==> config.mk <==
export PLATFORM = sky130hd
export DESIGN_NAME = sseg_scan_decoder
export DESIGN_NICKNAME = d
export VERILOG_FILES = /design/src/rtl/sseg_scan_decoder.sv
export SDC_FILE = /design/constraint.sdc
export NUM_CORES = 1
export LEC_CHECK = 0
export CORE_UTILIZATION = 55
export CTS_BUF_LIST = sky130_fd_sc_hd__clkbuf_16
export DETAILED_ROUTE_END_ITERATION = 10
export GPL_TIMING_DRIVEN = 0
export PLACE_DENSITY = 0.86
export SLEW_MARGIN = 10
export SYNTH_ARGS = -nofsm -noshare
export SYNTH_HDL_FRONTEND = slang
export SYNTH_SLANG_ARGS = --single-unit
==> constraint.sdc <==
create_clock -name clk -period 2.9 [get_ports clk]
set_clock_uncertainty 0.15 [all_clocks]
set_input_delay 0.435 -clock clk [delete_from_list [all_inputs] [get_ports clk]]
set_output_delay 0.435 -clock clk [all_outputs]
set_load 0.02 [all_outputs]
==> src/rtl/sseg_scan_decoder.sv <==
// Recovers a 4-digit hex value from a multiplexed, active-low seven-segment scan.
// Each digit must dwell unchanged for STABLE_CYCLES samples before capture; a frame completes once all four digits are seen.
module sseg_scan_decoder #(
    parameter int STABLE_CYCLES = 4
) (
    input  logic        clk,
    input  logic        rst,
    input  logic [0:6]  sseg,
    input  logic [3:0]  an,
    output logic [15:0] outnum,
    output logic        valid,
    output logic        err
);

    typedef enum logic [1:0] {S_WAIT, S_DWELL, S_HELD} state_t;

    localparam logic [7:0] CAP_CNT = 8'(STABLE_CYCLES - 1);

    function automatic logic an_is_valid(input logic [3:0] a);
        case (a)
            4'b1110, 4'b1101, 4'b1011, 4'b0111: an_is_valid = 1'b1;
            default:                            an_is_valid = 1'b0;
        endcase
    endfunction

    function automatic logic [1:0] digit_index(input logic [3:0] a);
        case (a)
            4'b1101: digit_index = 2'd1;
            4'b1011: digit_index = 2'd2;
            4'b0111: digit_index = 2'd3;
            default: digit_index = 2'd0;
        endcase
    endfunction

    // Returns {decodable, code}; segments a..g, 0 = lit.
    function automatic logic [4:0] seg_decode(input logic [0:6] s);
        case (s)
            7'b0000001: seg_decode = {1'b1, 4'h0};
            7'b1001111: seg_decode = {1'b1, 4'h1};
            7'b0010010: seg_decode = {1'b1, 4'h2};
            7'b0000110: seg_decode = {1'b1, 4'h3};
            7'b1001100: seg_decode = {1'b1, 4'h4};
            7'b0100100: seg_decode = {1'b1, 4'h5};
            7'b0100000: seg_decode = {1'b1, 4'h6};
            7'b0001111: seg_decode = {1'b1, 4'h7};
            7'b0000000: seg_decode = {1'b1, 4'h8};
            7'b0000100: seg_decode = {1'b1, 4'h9};
            7'b0001000: seg_decode = {1'b1, 4'hA};
            7'b1100000: seg_decode = {1'b1, 4'hB};
            7'b0110001: seg_decode = {1'b1, 4'hC};
            7'b1000010: seg_decode = {1'b1, 4'hD};
            7'b0110000: seg_decode = {1'b1, 4'hE};
            7'b0111000: seg_decode = {1'b1, 4'hF};
            default:    seg_decode = {1'b0, 4'h0};
        endcase
    endfunction

    logic [1:0]  run_q;
    logic        run;
    state_t      state_q;
    logic [3:0]  an_q;
    logic [0:6]  sseg_q;
    logic [7:0]  cnt_q, cnt_d;
    logic [3:0]  seen_q, seen_d;
    logic [15:0] shadow_q, shadow_d;
    logic [15:0] outnum_q;
    logic        valid_q, err_q;

    logic        an_ok, same, capture, dec_ok;
    logic [3:0]  dec_code;
    logic [1:0]  idx;

    // Reset asserts asynchronously but releases through two flops.
    always_ff @(posedge clk or negedge rst) begin
        if (!rst) run_q <= 2'b00;
        else      run_q <= {run_q[0], 1'b1};
    end
    assign run = run_q[1];

    always_comb begin
        an_ok              = an_is_valid(an);
        same               = (an == an_q) && (sseg == sseg_q);
        cnt_d              = 8'd0;
        if (same && an_ok)
            cnt_d = (cnt_q == 8'hFF) ? cnt_q : cnt_q + 8'd1;
        capture            = (state_q == S_DWELL) && same && an_ok && (cnt_d == CAP_CNT);
        {dec_ok, dec_code} = seg_decode(sseg);
        idx                = digit_index(an);
        shadow_d           = shadow_q;
        shadow_d[{idx, 2'b00} +: 4] = dec_code;
        seen_d             = seen_q | (4'b0001 << idx);
    end

    always_ff @(posedge clk or negedge rst) begin
        if (!rst) begin
            state_q  <= S_WAIT;
            an_q     <= 4'b1111;
            sseg_q   <= 7'b1111111;
            cnt_q    <= 8'd0;
            seen_q   <= 4'b0000;
            shadow_q <= 16'h0000;
            outnum_q <= 16'h0000;
            valid_q  <= 1'b0;
            err_q    <= 1'b0;
        end else if (run) begin
            an_q    <= an;
            sseg_q  <= sseg;
            cnt_q   <= cnt_d;
            valid_q <= 1'b0;
            err_q   <= 1'b0;
            if (!an_ok) begin
                state_q <= S_WAIT;
            end else begin
                case (state_q)
                    S_WAIT: state_q <= S_DWELL;
                    S_DWELL: begin
                        if (capture) begin
                            state_q <= S_HELD;
                            if (dec_ok) begin
                                shadow_q <= shadow_d;
                                if (seen_d == 4'b1111) begin
                                    outnum_q <= shadow_d;
                                    valid_q  <= 1'b1;
                                    seen_q   <= 4'b0000;
                                end else begin
                                    seen_q <= seen_d;
                                end
                            end else begin
                                // Undecodable pattern aborts the partial frame.
                                err_q  <= 1'b1;
                                seen_q <= 4'b0000;
                            end
                        end
                    end
                    S_HELD: if (!same) state_q <= S_DWELL;
                    default: state_q <= S_WAIT;
                endcase
            end
        end
    end

    assign outnum = outnum_q;
    assign valid  = valid_q;
    assign err    = err_q;

endmodule

==> Yosys cells after proc, flatten, opt, wreduce, memory -nomap -nowiden <==
Index checks and enable logic that the tools add are counted.
{ "op_classes": {"n_addsub": 2, "eq_ne": 28, "shift": 3, "muxes": 21, "bitwise": 1, "n_reduce_logical": 12} }
{ "ops": {"columns": ["cell", "count"], "rows": [
  ["5-bit case mux with 16 select lines", 1],
  ["7-bit by 6-bit == test with 1-bit output (second input constant)", 5],
  ["7-bit == test (second input constant)", 4],
  ["16-bit bitwise mux", 1],
  ["4-bit == test (second input constant)", 4],
  ["8-bit two-way mux", 2],
  ["4-bit by 6-bit variable shift with 16-bit output (first input constant)", 1],
  ["4-bit by 6-bit indexed part select with 16-bit output", 1],
  ["7-bit by 3-bit == test with 1-bit output (second input constant)", 2],
  ["7-bit by 4-bit == test with 1-bit output (second input constant)", 2],
  ["2-bit case mux with 3 select lines", 2],
  ["1-bit two-way mux", 10],
  ["8-bit by 1-bit adder with 8-bit output (second input constant)", 1],
  ["8-bit by 2-bit == test with 1-bit output (second input constant)", 1],
  ["8-bit == test (second input constant)", 1],
  ["4-bit two-way mux", 2],
  ["7-bit by 1-bit == test with 1-bit output (second input constant)", 1],
  ["7-bit by 5-bit == test with 1-bit output (second input constant)", 1],
  ["7-bit == test", 1],
  ["7-bit zero test", 1],
  ["2-bit two-way mux", 3],
  ["3-bit != test (second input constant)", 2],
  ["4-bit negator with 6-bit output", 1],
  ["6-bit AND reduction", 1],
  ["other kinds (12)", 16]
]} }
{ "totals": {"reg_bits": 61, "in_bits": 13, "out_inout_bits": 18, "word_cells": 77} }

==> Longest topological paths before layout <==
Gate-level depths: netlist (run 1).
{ "logic_depth": {"depth_word": 10, "depth_mapped": 12, "mapped_depth_nobuf": 9} }

==> Worst setup path after synthesis (run 1) <==
No wires, ideal clock.
{ "synth_path": {"path_kind": "in2reg", "start": "input port an[3]", "end": "register outnum_q[14] (netlist: outnum[14])", "setup_time_ns": 0.128, "arrival_time_ns": 2.600, "required_time_ns": 2.622, "slack_ns": 0.022, "cell_stages": 12, "path_buffers": 3, "path_cell_list": "clkbuf_1 -> xor2_1 -> nand3_1 -> inv_1 -> ha_1 -> clkbuf_1 -> o22ai_1 -> nor2_1 -> and3_1 -> nand4_4 -> buf_6 -> mux2_1"} }
{ "synth_via": {"elab_chain_cells": 8, "elab_cells_between_ends": 23, "cone_classes": "1 x add/sub; 7 x eq/ne; 3 x shift; 4 x mux; 1 x bitwise; 7 x reduce/logical"} }
{ "synth_lines": {"columns": ["element", "line_no", "source"], "rows": [
  ["start: declaration", "9", "input logic [3:0] an,"],
  ["branches (longest 8 deep; another with 4-bit negator with 6-bit output)", null, null],
  ["end signal: assignment", "122", "outnum_q <= shadow_d;"],
  ["end: declaration", "66", "logic [15:0] outnum_q;"]
]} }
Several ways; the timed one is not identified.
A chain may end at the register's enable or synchronous reset.

==> Final worst setup path (run 1) <==
{ "layout_path": {"start": "input port sseg[5] in the netlist's numbering", "end": "register outnum_q[14] (netlist: outnum[14])"} }
{ "layout_via": {"elab_chain_cells": 7, "elab_cells_between_ends": 28, "cone_classes": "17 x eq/ne; 1 x shift; 3 x mux; 7 x reduce/logical"} }
{ "layout_lines": {"columns": ["element", "line_no", "source"], "rows": [
  ["start: declaration", "8", "input logic [0:6] sseg,"],
  ["7-bit == test", "82", "same = (an == an_q) && (sseg == sseg_q);"],
  ["1-bit logical AND", "82", null],
  ["1-bit logical AND", "84", "if (same && an_ok)"],
  ["8-bit two-way mux", "84", null],
  ["8-bit by 2-bit == test with 1-bit output", "86", "capture = (state_q == S_DWELL) && same && an_ok && (cnt_d == CAP_CNT);"],
  ["1-bit logical AND", "86", null],
  ["6-bit AND reduction (no line)", null, null]
]} }
Parallel ways exist; a longest one is shown, timed or not.

==> summary by stage, run 1 <==
Outcome
The flow ran to the end, and the final reports show no timing, DRC or antenna violations.

Place
The number of buffer cells added on primary ports is 26. The half-perimeter wire length after placement is 5.00 mm. The final weighted congestion in routability-driven placement is 0.880. The post-placement setup slack is -0.809 ns. Including well taps, the total number of placed cells is 449.

CTS
The number of sinks on the clock net is 61. The root buffer cell is clkbuf_16. The largest buffer count on any clock path is 2. The H-tree was split into 3 levels. The clock latency of the later-clocked register in the worst-skew pair is 0.32 ns. The number of buffers added by the clock tree synthesis step is 9. TritonCTS built the clock tree. Clock-pin slew was measured on the worst setup and hold paths at 0.05 ns.

Pwr
The leakage power is 1.85 nW. Power spread over the standard cell area amounts to 472 nW/µm². Across the VDD grid, the largest voltage drop is 0.000361 V.

Critical path
The longest individual stage delay on the worst path is 0.58 ns. The largest fanout on the critical path is 10. The dominant delay contributor by cell family on the critical path is buffers and inverters. The worst endpoint data arrival time is 2.76 ns. The startpoint type of the worst setup path is an input pin. The critical path goes through clkdlybuf4s50_1 > buf_2 > nor3b_1 > a22oi_1 > and2_1 > nand3_4 > nand4_4 > buf_6 > mux2_1. The worst setup path is captured at a flop. The number of buffer and inverter instances along the worst setup path is 3.

On the critical path, the stage with the largest delay is an instance of clkdlybuf4s50_1. The critical path is of the in -> reg type. The worst endpoint required time is 2.96 ns.

Synthesis
The gate count of the mapped netlist is 348. By area the synthesized netlist is led by dfrtp_1 (35%), dfstp_2 (8.2%), mux2_2 (6.7%). The sequential area share after synthesis is 43.6%. Dividing the synthesized area by the synthesized cell count gives 10.2 µm². The synthesized design devotes to its leading area cell type 35.4% of total area. Of all cell types, the one taking the most synthesized area is dfrtp_1. Synthesis produced a netlist with a net count of 367. The count of distinct cell types in the synthesized netlist is 55.

Of all flip-flops after synthesis, the portion carrying an async set or reset was 100%. Counting flops with a built-in enable in the synthesized netlist gives 0. The most common flop cell mapped by yosys is dfrtp_1.

The area of the mapped netlist is 3530 µm². For this run, the number of Yosys warnings is 0. After synthesis the netlist holds a flip-flop and latch count of 61.

Floorplanning
Once the floorplan was initialized, standard cells occupied 58.3% of the core. The boundary pin count is 31. Measured along the x axis, the die boundary spans 82.2 µm. Measured along the y axis, the die boundary spans 82.2 µm. The area of the die is 6750 µm².

The number of cell rows is 28. After floorplanning, the core was sized to cover 6060 µm².

GRT
The global-route wire length before repair is 12.4 mm. Global routing consumed, over all layers together, 24.6% of the routing resources. The via count of the first global-routing pass is 2,734.

After global routing the overflow that remains totals 0. The pin count of the biggest net entering global routing is 62. The number of antenna violations at the first check in global routing was 0.

Finish
The layout overhead on the synthesized area is 18.2%. The net count of the finished layout is 401. Cells fill 68.9% of the core in the end. In the layout the commonest cells are dfrtp_1 (50), inv_1 (25), nor2_1 (25), clkdlybuf4s50_1 (22), mux2_2 (21).

The repair_antennas step left the layout with diodes totalling 0. The number of cells in the finished layout apart from fillers is 461. The library cell used most frequently in the layout, excluding fill and tap cells, is dfrtp_1. Cells with a size suffix above 1 make up 20.5% of the layout.

STA
Timing would allow up to 370 MHz. Of the available clock period, the critical path in the final layout requires 93.1%. The number of pins exceeding their max-slew limit in the final report is 0.

The number of failing hold endpoints at the final stage is 0. For the finished layout, the period the worst path requires is 2.70 ns. In the post-route analysis, the smallest setup slack over all paths is 0.199 ns. The slew at the pin with the worst max-slew slack is 0.740 ns. The worst pin sits at a relative slew slack of 50.7%. Setup violations remaining at the end of the flow were counted as 0.

Setup repair after global routing left no endpoint under its margin. The setup total negative slack is 0 ns.

Flow run
Max-cap violations in this run came to 0.

Detailed routing
After detailed routing, the met2 layer carries 3.62 mm of wire. The post-detailed-route DRC marker count is 0. The met1 layer wirelength in the final routing is 3.19 mm. The first detailed-routing pass ran for 4 iterations. The routed layout has 2,751 vias. The total length of routed met3 wires is 328 µm. The wire length per cell after detailed routing is 15.7 µm. The highest signal layer in the routed design is met4. The count of nets left with antenna violations once routing finished came out at 0. In the routed layout, each cell is associated on average with a via count of 5.97.

The violation count after the first detailed-routing iteration is 140. The routed design has 7.26 mm of wire.

Hold path
The path class of the tightest hold or removal check is in -> async.
-- cell usage after synthesis (8+ instances only) --
cell type / count
nor2_1: 25
inv_1: 25
clkbuf_1: 13
nor3_1: 8
xor2_1: 15
nand2_1: 12
dfrtp_1: 50
nand3_1: 13
dfstp_2: 11
o21ai_0: 10
a21oi_1: 19
mux2_1: 13
o22ai_1: 18
mux2_2: 21
-- what timing repair did --
item | in CTS | in global routing
resized for setup | 9 | 5
hold buffers | 0 | 0
setup endpoints to repair | 17 | 12
pin swaps | 0 | 1
setup buffers | 1 | 0
-- cells by family (layout without fill, tap and decap cells) --
family / count (synthesis) / count (layout) / share of synthesized area (%)
AOI/OAI and AO/OA: 67 / 67 / 12.0
muxes: 41 / 41 / 13.8
other: 1 / 1 / 0.106
xor gates and xnor gates: 15 / 15 / 3.72
adders and majority gates: 6 / 6 / 2.12
buffers and inverters: 51 / 89 / 6.30
DFF: 61 / 61 / 43.6
and+or+nand+nor: 106 / 106 / 18.3
-- metal layers --
layer	vias up	GRT usage, %
li1	1311	-
met1	1347	30.1
met2	80	41.4
met3	13	6.26
met4	0	10.0
met5	-	0
-- flip-flops by register name, summed over array words and instances, names as in the netlist --
signal	count
outnum	16
shadow_q	16
cnt_q	8
sseg_q	7
an_q	4
seen_q	4
run_q	2
state_q	2
err	1
valid	1
-- final timing paths --
| path | from | endpoint | slack [ns] | cells past startpoint |
|---|---|---|---|---|
| max | sseg[5] | outnum[14] | 0.20 | 9 |
| min | rst | outnum[12] | 0.01 | 1 |
| max reg2reg | cnt_q[1] | shadow_q[8] | 0.30 | 8 |
| min reg2reg | run_q[0] | run_q[1] | 0.21 | 0 |
| max in group asynchronous | rst | state_q[0] | 2.08 | 1 |
| min in group clk | run_q[0] | run_q[1] | 0.21 | 0 |
-- metrics by stage --
stage               hold WS, ns  power, mW  area, µm²
floorplan               -0.0106       1.02       3530
detailed placement        0.198       1.09       3880
finish                   0.0147       1.97       4180
global route             0.0811       2.06       4180
global placement          0.183       1.08       3890
CTS                      0.0491       1.99       4160
-- power breakdown --
part           internal [mW]  switching [mW]
sequential             0.883          0.0126
clock                  0.553           0.338
combinational         0.0733           0.112
-- layout make-up --
class | count | area (µm²)
Fill cell | 445 | 1880
Sequential cell | 61 | 1540
Tap cell | 75 | 93.8
Clock buffer | 9 | 225
Clock inverter | 6 | 23.8
Multi-Input combinational cell | 236 | 1820
Timing Repair Buffer | 27 | 269
Buffer | 22 | 114
Inverter | 25 | 96.3
Power figures use the tool's default switching activity.
==> run 2, diff against run 1 <==
--- a/config.mk
+++ b/config.mk
@@ -5,11 +5,11 @@
 export SDC_FILE = /design/constraint.sdc
 export NUM_CORES = 1
 export LEC_CHECK = 0
-export CORE_UTILIZATION = 55
+export CORE_UTILIZATION = 58
 export CTS_BUF_LIST = sky130_fd_sc_hd__clkbuf_16
 export DETAILED_ROUTE_END_ITERATION = 10
 export GPL_TIMING_DRIVEN = 0
-export PLACE_DENSITY = 0.86
+export PLACE_DENSITY = 0.89
 export SLEW_MARGIN = 10
 export SYNTH_ARGS = -nofsm -noshare
 export SYNTH_HDL_FRONTEND = slang
==> run 2 against run 1 <==
Compared with the run above:
- hold slack lost 0.0018 ns
- total power grew 10%
- non-clock buffer count shrank 1
- die area shrank 5.0%
- highest routed layer unchanged
- critical path depth is the same
- combinational power shrank 3%
- first-iteration DRC count shrank 17%
- largest power group is now clock
- global-route usage grew 1.2 points
- sequential cell count is the same
==> summary by stage, run 2 (synthesized netlist as in run 1, its figures left out) <==
Finish
The number of cells in the finished layout apart from fillers is 460 (-0.22%). The net total in the final layout came to 400 (-0.25%). The number of antenna diodes is 0 (unchanged). The share of post-route cells with drive strength above 1 is 21.3% (+0.83 points).

The filler cell count in the final layout is 417 (-6.3%). The layout overhead on the synthesized area is 18.9%. Leaving out fill and tap cells, the most frequent cells in the layout are dfrtp_1 (50), inv_1 (25), nor2_1 (25), clkdlybuf4s50_1 (22), mux2_2 (21). The final design instance area without fill was 4200 µm² (+0.60%). Leaving out fill and tap cells, the most frequent cell in the layout is dfrtp_1.

Floorplanning
The initial cell density of the core is 60.0% (+1.7 points). The core footprint is 5890 µm² (-2.9%). The die outline width is 80.1 µm (-2.6%). The area of the die came to 6410 µm² (-5.0%).

The vertical extent of the die is 80.1 µm (-2.6%). The number of cell rows was 28 (unchanged). The boundary pin count is 31 (unchanged).

Critical path
The worst setup path is launched from an input pin. Tracing the worst setup path back leads to its startpoint at sseg[6]. The worst endpoint required time is 2.96 ns (about the same).

The largest fanout on the critical path is 10 (unchanged). The critical path goes through clkdlybuf4s50_1 > buf_2 > xor2_1 > nor4_2 > and4_1 > o2111ai_1 > nor2b_1 > buf_2 > mux2_1. The longest individual stage delay on the worst path was 0.49 ns (-0.09 ns). The type of destination of the critical path is a flop.

The class of the most critical setup path is in -> reg. The worst reg2reg path startpoint is cnt_q[0]. For this design, the slowest cell found on the critical path is clkdlybuf4s50_1. The worst endpoint data arrival time is 2.79 ns (+0.03 ns). The cell seen most often among critical-path stages is buf_2.

CTS
The number of buffers added by the clock tree synthesis step came to 9 (unchanged). The count of hold buffers inserted by post-cts repair was 0 (unchanged). The number of sinks on the clock net is 61 (unchanged).

The clock latency of the later-clocked register in the worst-skew pair is 0.33 ns (about the same). TritonCTS built the clock tree. The number of H-tree levels was 3 (unchanged).

The root buffer cell is clkbuf_16. The post-CTS repair timing setup buffer count was 0 (-1). The clock input transition at the sequential cells of the worst setup and hold paths is 0.05 ns (about the same).

The largest buffer count on any clock path came to 2 (unchanged).

Place
The post-placement setup slack is -0.754 ns (+0.0549 ns). The placement-stage cell area is 3880 µm² (unchanged). The number of buffer cells added on primary ports is 26 (unchanged). The number of cells after detailed placement was 449 (unchanged).

The final weighted congestion in routability-driven placement is 0.884 (+0.48%). The half-perimeter wire length after placement is 4.92 mm (-1.6%).

Detailed routing
The first-pass iteration count of the detailed router is 4 (unchanged). The routed via count is 2,737 (-0.51%). The post-detailed-route DRC marker count is 0 (unchanged). The violation count after the first detailed-routing iteration is 116 (-17%). The post-detailed-route via-to-cell ratio is 5.95 (-0.29%). The wire length per cell after detailed routing is 15.8 µm (+0.25%). The total wire length came to 7.26 mm (about the same). The count of antenna-violating nets left after detailed routing is 0 (unchanged).

STA
Setup repair after global routing left no endpoint under its margin. The highest attainable clock frequency is 366 MHz (-1.1%). The post-layout minimum cycle time is 2.73 ns (+0.0311 ns). The slew at the pin with the worst max-slew slack is 0.760 ns (+0.0194 ns). The setup total negative slack came to 0 ns (unchanged).

The ratio of final minimum period to clock period is 94.2% (+1.1 points). The final worst slack is 0.168 ns (-0.0311 ns). The number of pins exceeding their max-slew limit in the final report is 0 (unchanged).

The number of failing hold endpoints at the final stage was 0 (unchanged). The number of setup violations in the final report was 0 (unchanged). The headroom to the max-slew limit is 49.4% (-1.3 points).

Flow run
The count of max-cap constraint violations is 0 (unchanged).

Pwr
The power per cell area is 517 nW/µm² (+9.4%). The largest voltage drop on the vdd net was 0.000395 V (+9.4%). The switching share of power is 22.2% (-1.3 points).

The portion of total power attributed to the clock network is 50.5% (+5.3 points). The proportion of power drawn by flip-flops and latches is 41.2% (-4.2 points). The leakage power is 1.86 nW (+0.49%). The internal power consumption was 1.69 mW (+12%).

The switching power total is 0.483 mW (+4.2%). The total power is 2.17 mW (+10%). The part of the total power dissipated in combinational logic came to 8.3% (-1.1 points).

Outcome
The run finished with clean final reports.

GRT
The global-route wire length before repair is 12.5 mm (+1.1%). The leftover overflow at the end of global routing is 0 (unchanged). The combined global-route utilization of all metal layers is 25.8% (+1.2 points). The via count of the first global-routing pass is 2,758 (+0.88%). The pin count of the biggest net entering global routing is 62 (unchanged). The number of antenna violations at the first check in global routing is 0 (unchanged).

Hold path
The path category of the worst min-delay check is in -> async.
run 2: cell types whose count changed in the layout (fill, tap and decap cells not counted), moves of 2 or more:
cell       change
bufinv_16      +2
clkbuf_2       +2
clkinv_1       -2
ha_2           +2
ha_4           -2
run 2: power by group through the flow:
stage / Combinational, mW / Clock [mW] / Sequential (mW)
2_1_floorplan: 0.118 / 0 / 0.906
3_3_place_gp: 0.170 / 0 / 0.907
3_5_place_dp: 0.175 / 0 / 0.909
4_1_cts: 0.180 / 1.11 / 0.895
5_1_grt: 0.201 / 1.16 / 0.897
6_report: 0.180 / 1.10 / 0.896
run 2: path summary, 6_finish.rpt:
| path | to | slack [ns] | cells past startpoint |
|---|---|---|---|
| min in group clk | run_q[1] | 0.20 | 0 |
| setup reg to reg | shadow_q[10] | 0.24 | 8 |
| hold / removal | outnum[12] | 0.01 | 1 |
| setup / recovery | shadow_q[1] | 0.17 | 9 |
| max in group asynchronous | cnt_q[7] | 2.07 | 1 |
| hold reg to reg | run_q[1] | 0.20 | 0 |
run 2: layer usage:
layer  up-vias  GRT usage [%]  share of wire, %
met3        14           5.34               4.0
li1       1312              -                 -
met5         -              0                 0
met4         0           13.0               2.0
met2        74           44.0                51
met1      1337           30.7                43
run 2: repair_timing:
| item | in CTS | in global routing |
|---|---|---|
| resized for setup | 8 | 6 |
| pin swaps | 0 | 1 |
| hold endpoints to repair | 0 | 0 |
| setup endpoints to repair | 21 | 10 |
run 2: per-stage QoR:
stage	util, %	hold WS [ns]
after floorplan	-	-0.0106
after global routing	71.4	0.101
after global placement	66.1	0.182
after CTS	71.4	0.0645
after detailed placement	66.0	0.193
final	71.4	0.0128
run 2: critical path: cells and delay by family:
family,cells,cell delay (ns)
buffers and inverters,3,0.95
muxes,1,0.35
xor gates and xnor gates,1,0.11
AOI/OAI and AO/OA,1,0.18
and+or+nand+nor,3,0.75
run 2: cell type report:
class	count	area, µm²	area share, %
multi-input combinational	236	1800	42.8
clock inverter	6	80.1	1.91
sequential	61	1540	36.6
tap	75	93.8	2.23
timing repair buffer	26	254	6.04
buffer	22	115	2.74
clock buffer	9	225	5.36
inverter	25	93.8	2.23
==> run 3, diff against run 2 <==
--- a/config.mk
+++ b/config.mk
@@ -8,8 +8,10 @@
 export CORE_UTILIZATION = 58
 export CTS_BUF_LIST = sky130_fd_sc_hd__clkbuf_16
 export DETAILED_ROUTE_END_ITERATION = 10
+export GPL_ROUTABILITY_DRIVEN = 0
 export GPL_TIMING_DRIVEN = 0
 export PLACE_DENSITY = 0.89
+export REMOVE_ABC_BUFFERS = 1
 export SLEW_MARGIN = 10
 export SYNTH_ARGS = -nofsm -noshare
 export SYNTH_HDL_FRONTEND = slang
==> run 3 against run 2 <==
Compared with the run above:
- non-clock buffer count fell by 15
- sequential cell count unchanged
- critical path depth shrank 2
- clock power about the same
- highest routed layer unchanged
==> summary by stage, run 3 (synthesized netlist as in run 1, its figures left out) <==
Pwr
The switching power total was 0.497 mW (+2.9%). The internal power consumption is 1.70 mW (+0.47%). The leakage power is 1.88 nW (+1.1%). The portion of total power attributed to the clock network was 50.9% (+0.4 points). The switching share of power was 22.6% (+0.42 points). The power per cell area is 520 nW/µm² (+0.48%).

The total power is 2.20 mW (+1.0%). The part of the total power dissipated in combinational logic is 8.1% (-0.2 points). The proportion of power drawn by flip-flops and latches came to 41.1% (about the same).

The largest voltage drop on the vdd net is 0.000404 V (+2.3%).

CTS
The root buffer cell is clkbuf_16. The number of buffers added by the clock tree synthesis step is 9 (unchanged). The clock input transition at the sequential cells of the worst setup and hold paths is 0.05 ns (about the same). The number of sinks on the clock net is 61 (unchanged). The clock tree from TritonCTS is done.

The clock latency of the later-clocked register in the worst-skew pair is 0.33 ns (about the same). The number of H-tree levels is 3 (unchanged). The largest buffer count on any clock path came to 2 (unchanged).

STA
Setup repair after global routing left no endpoint under its margin. The headroom to the max-slew limit is 28.6% (-21 points). The number of pins exceeding their max-slew limit in the final report came to 0 (unchanged). The slew at the pin with the worst max-slew slack is 1.07 ns (+0.312 ns). The ratio of final minimum period to clock period came to 96.3% (+2.0 points).

The post-layout minimum cycle time was 2.79 ns (+0.0590 ns). The number of setup violations in the final report is 0 (unchanged). The number of failing hold endpoints at the final stage is 0 (unchanged).

The final worst slack is 0.109 ns (-0.0590 ns). The highest attainable clock frequency came to 358 MHz (-2.1%).

GRT
The combined global-route utilization of all metal layers is 26.2% (+0.44 points). The number of antenna violations at the first check in global routing is 0 (unchanged). The pin count of the biggest net entering global routing is 62 (unchanged).

The global routing met3 resource utilization is 7.39% (+2.0 points). The met1 demand-to-capacity share in global routing is 31.6% (+0.91 points). The global-route wire length before repair is 12.5 mm (-0.16%). The met2 track utilization from global routing is 43.3% (-0.68 points). The leftover overflow at the end of global routing was 0 (unchanged). The layer with the highest usage is met2. The via count of the first global-routing pass is 2,602 (-5.7%).

Place
The half-perimeter wire length after placement is 4.80 mm (-2.3%). The placement-stage cell area was 3800 µm² (-2.3%). The number of cells after detailed placement was 427 (-4.9%). The post-placement setup slack is -0.769 ns (-0.0152 ns). The number of buffer cells added on primary ports is 30 (+15%).

Detailed routing
The violation count after the first detailed-routing iteration is 174 (+50%). The first-pass iteration count of the detailed router is 4 (unchanged). The wire length per cell after detailed routing is 16.8 µm (+6.2%). The count of antenna-violating nets left after detailed routing is 0 (unchanged). The total wire length came to 7.48 mm (+3.0%). The routed via count was 2,676 (-2.2%). The post-detailed-route via-to-cell ratio was 6.00 (+0.84%).

The post-detailed-route DRC marker count came to 0 (unchanged).

Finish
The number of cells in the finished layout apart from fillers is 446 (-3.0%). The final design instance area without fill came to 4230 µm² (+0.54%). The number of antenna diodes came to 0 (unchanged). The area growth from synthesis to layout is 19.6%.

The net total in the final layout is 385 (-3.8%). The share of post-route cells with drive strength above 1 is 21.6% (+0.26 points). The library cells used most frequently in the layout, excluding fill and tap cells, are dfrtp_1 (50), nor2_1 (25), inv_1 (24), mux2_2 (21), clkdlybuf4s50_1 (20). The library cell used most frequently in the layout, excluding fill and tap cells, is dfrtp_1.

Critical path
The dominant delay contributor by cell family on the critical path is simple AND/OR/NAND/NOR gates. The worst reg-to-reg setup slack is 0.25 ns (about the same). The signal on the critical path passes through clkdlybuf4s50_1 > xor2_1 > nor4_2 > and4_2 > and3_2 > nand3_2 > mux2_1. The largest fanout on the critical path came to 11 (+1).

The type of destination of the critical path is a flop. The number of buffer and inverter instances along the worst setup path is 1 (-2). The cell at the slowest stage of the critical path is clkdlybuf4s50_1. The longest individual stage delay on the worst path is 0.68 ns (+0.19 ns).

The worst endpoint required time is 2.96 ns (about the same). The logic depth of the worst setup path including buffers is 7 (-2). The class of the most critical setup path is in -> reg. The cell count of the worst reg-to-reg path is 7 (-1). The worst endpoint data arrival time was 2.85 ns (+0.06 ns).

The worst setup path is launched from an input pin.

Floorplanning
The die outline width is 80.1 µm (unchanged). The vertical extent of the die is 80.1 µm (unchanged). The boundary pin count is 31 (unchanged). The initial cell density of the core came to 60.0% (unchanged). The area of the die is 6410 µm² (unchanged). The number of cell rows is 28 (unchanged).

The core footprint is 5890 µm² (unchanged).

Hold path
The path category of the worst min-delay check is in -> async.

Outcome
The flow ran to the end, and the final reports show no timing, DRC or antenna violations.

Flow run
The count of max-cap constraint violations is 0 (unchanged).
run 3: cell count changes in the layout (fill, tap and decap cells not counted), moves of 2 or more:
cell,before,now
buf_4,5,3
dlymetal6s2s_1,1,6
clkbuf_1,8,0
clkdlybuf4s50_1,22,20
buf_2,7,0
run 3: path summary, 6_finish.rpt:
path / from / to
min reg2reg: run_q[0] / run_q[1]
min: rst / shadow_q[14]
max: sseg[0] / shadow_q[12]
max in group asynchronous: rst / cnt_q[2]
min in group clk: run_q[0] / run_q[1]
max reg2reg: cnt_q[0] / shadow_q[12]
run 3: repair_timing:
action                     CTS  global route
hold buffers                 0             0
gates resized for setup     13            14
hold endpoints to repair     0             0
buffers inserted             1             2
setup endpoints to repair   37            36
pin swaps                    1             1
run 3: power by group through the flow:
stage                     combinational [mW]  clock (mW)  sequential (mW)
final                                  0.177        1.12            0.901
after global routing                   0.198        1.18            0.903
after CTS                              0.168        1.14            0.900
after detailed placement               0.166           0            0.914
after global placement                 0.159           0            0.913
after floorplan                       0.0930           0            0.910
run 3: final cells by class:
type,count,area (µm²)
clock inverter,7,90.1
tap,75,93.8
multi-input combinational,236,1840
inverter,25,96.3
sequential,61,1540
clock buffer,9,225
fill,401,1660
timing repair buffer,33,340
run 3: stage by stage:
stage | TNS (ns) | util (%) | hold WS (ns)
3_3_place_gp | -51.11 | 64.5 | 0.182
2_1_floorplan | 0 | - | -0.0106
5_1_grt | 0 | 71.8 | 0.0987
6_report | 0 | 71.8 | 0.0183
3_5_place_dp | -25.41 | 64.5 | 0.186
4_1_cts | 0 | 70.7 | 0.0542
run 3: routing by layer:
layer  vias to the layer above  wire length, µm
met5                         -                0
met4                         0              203
met3                        18              351
met2                        73             3750
met1                      1306             3170
li1                       1279                -
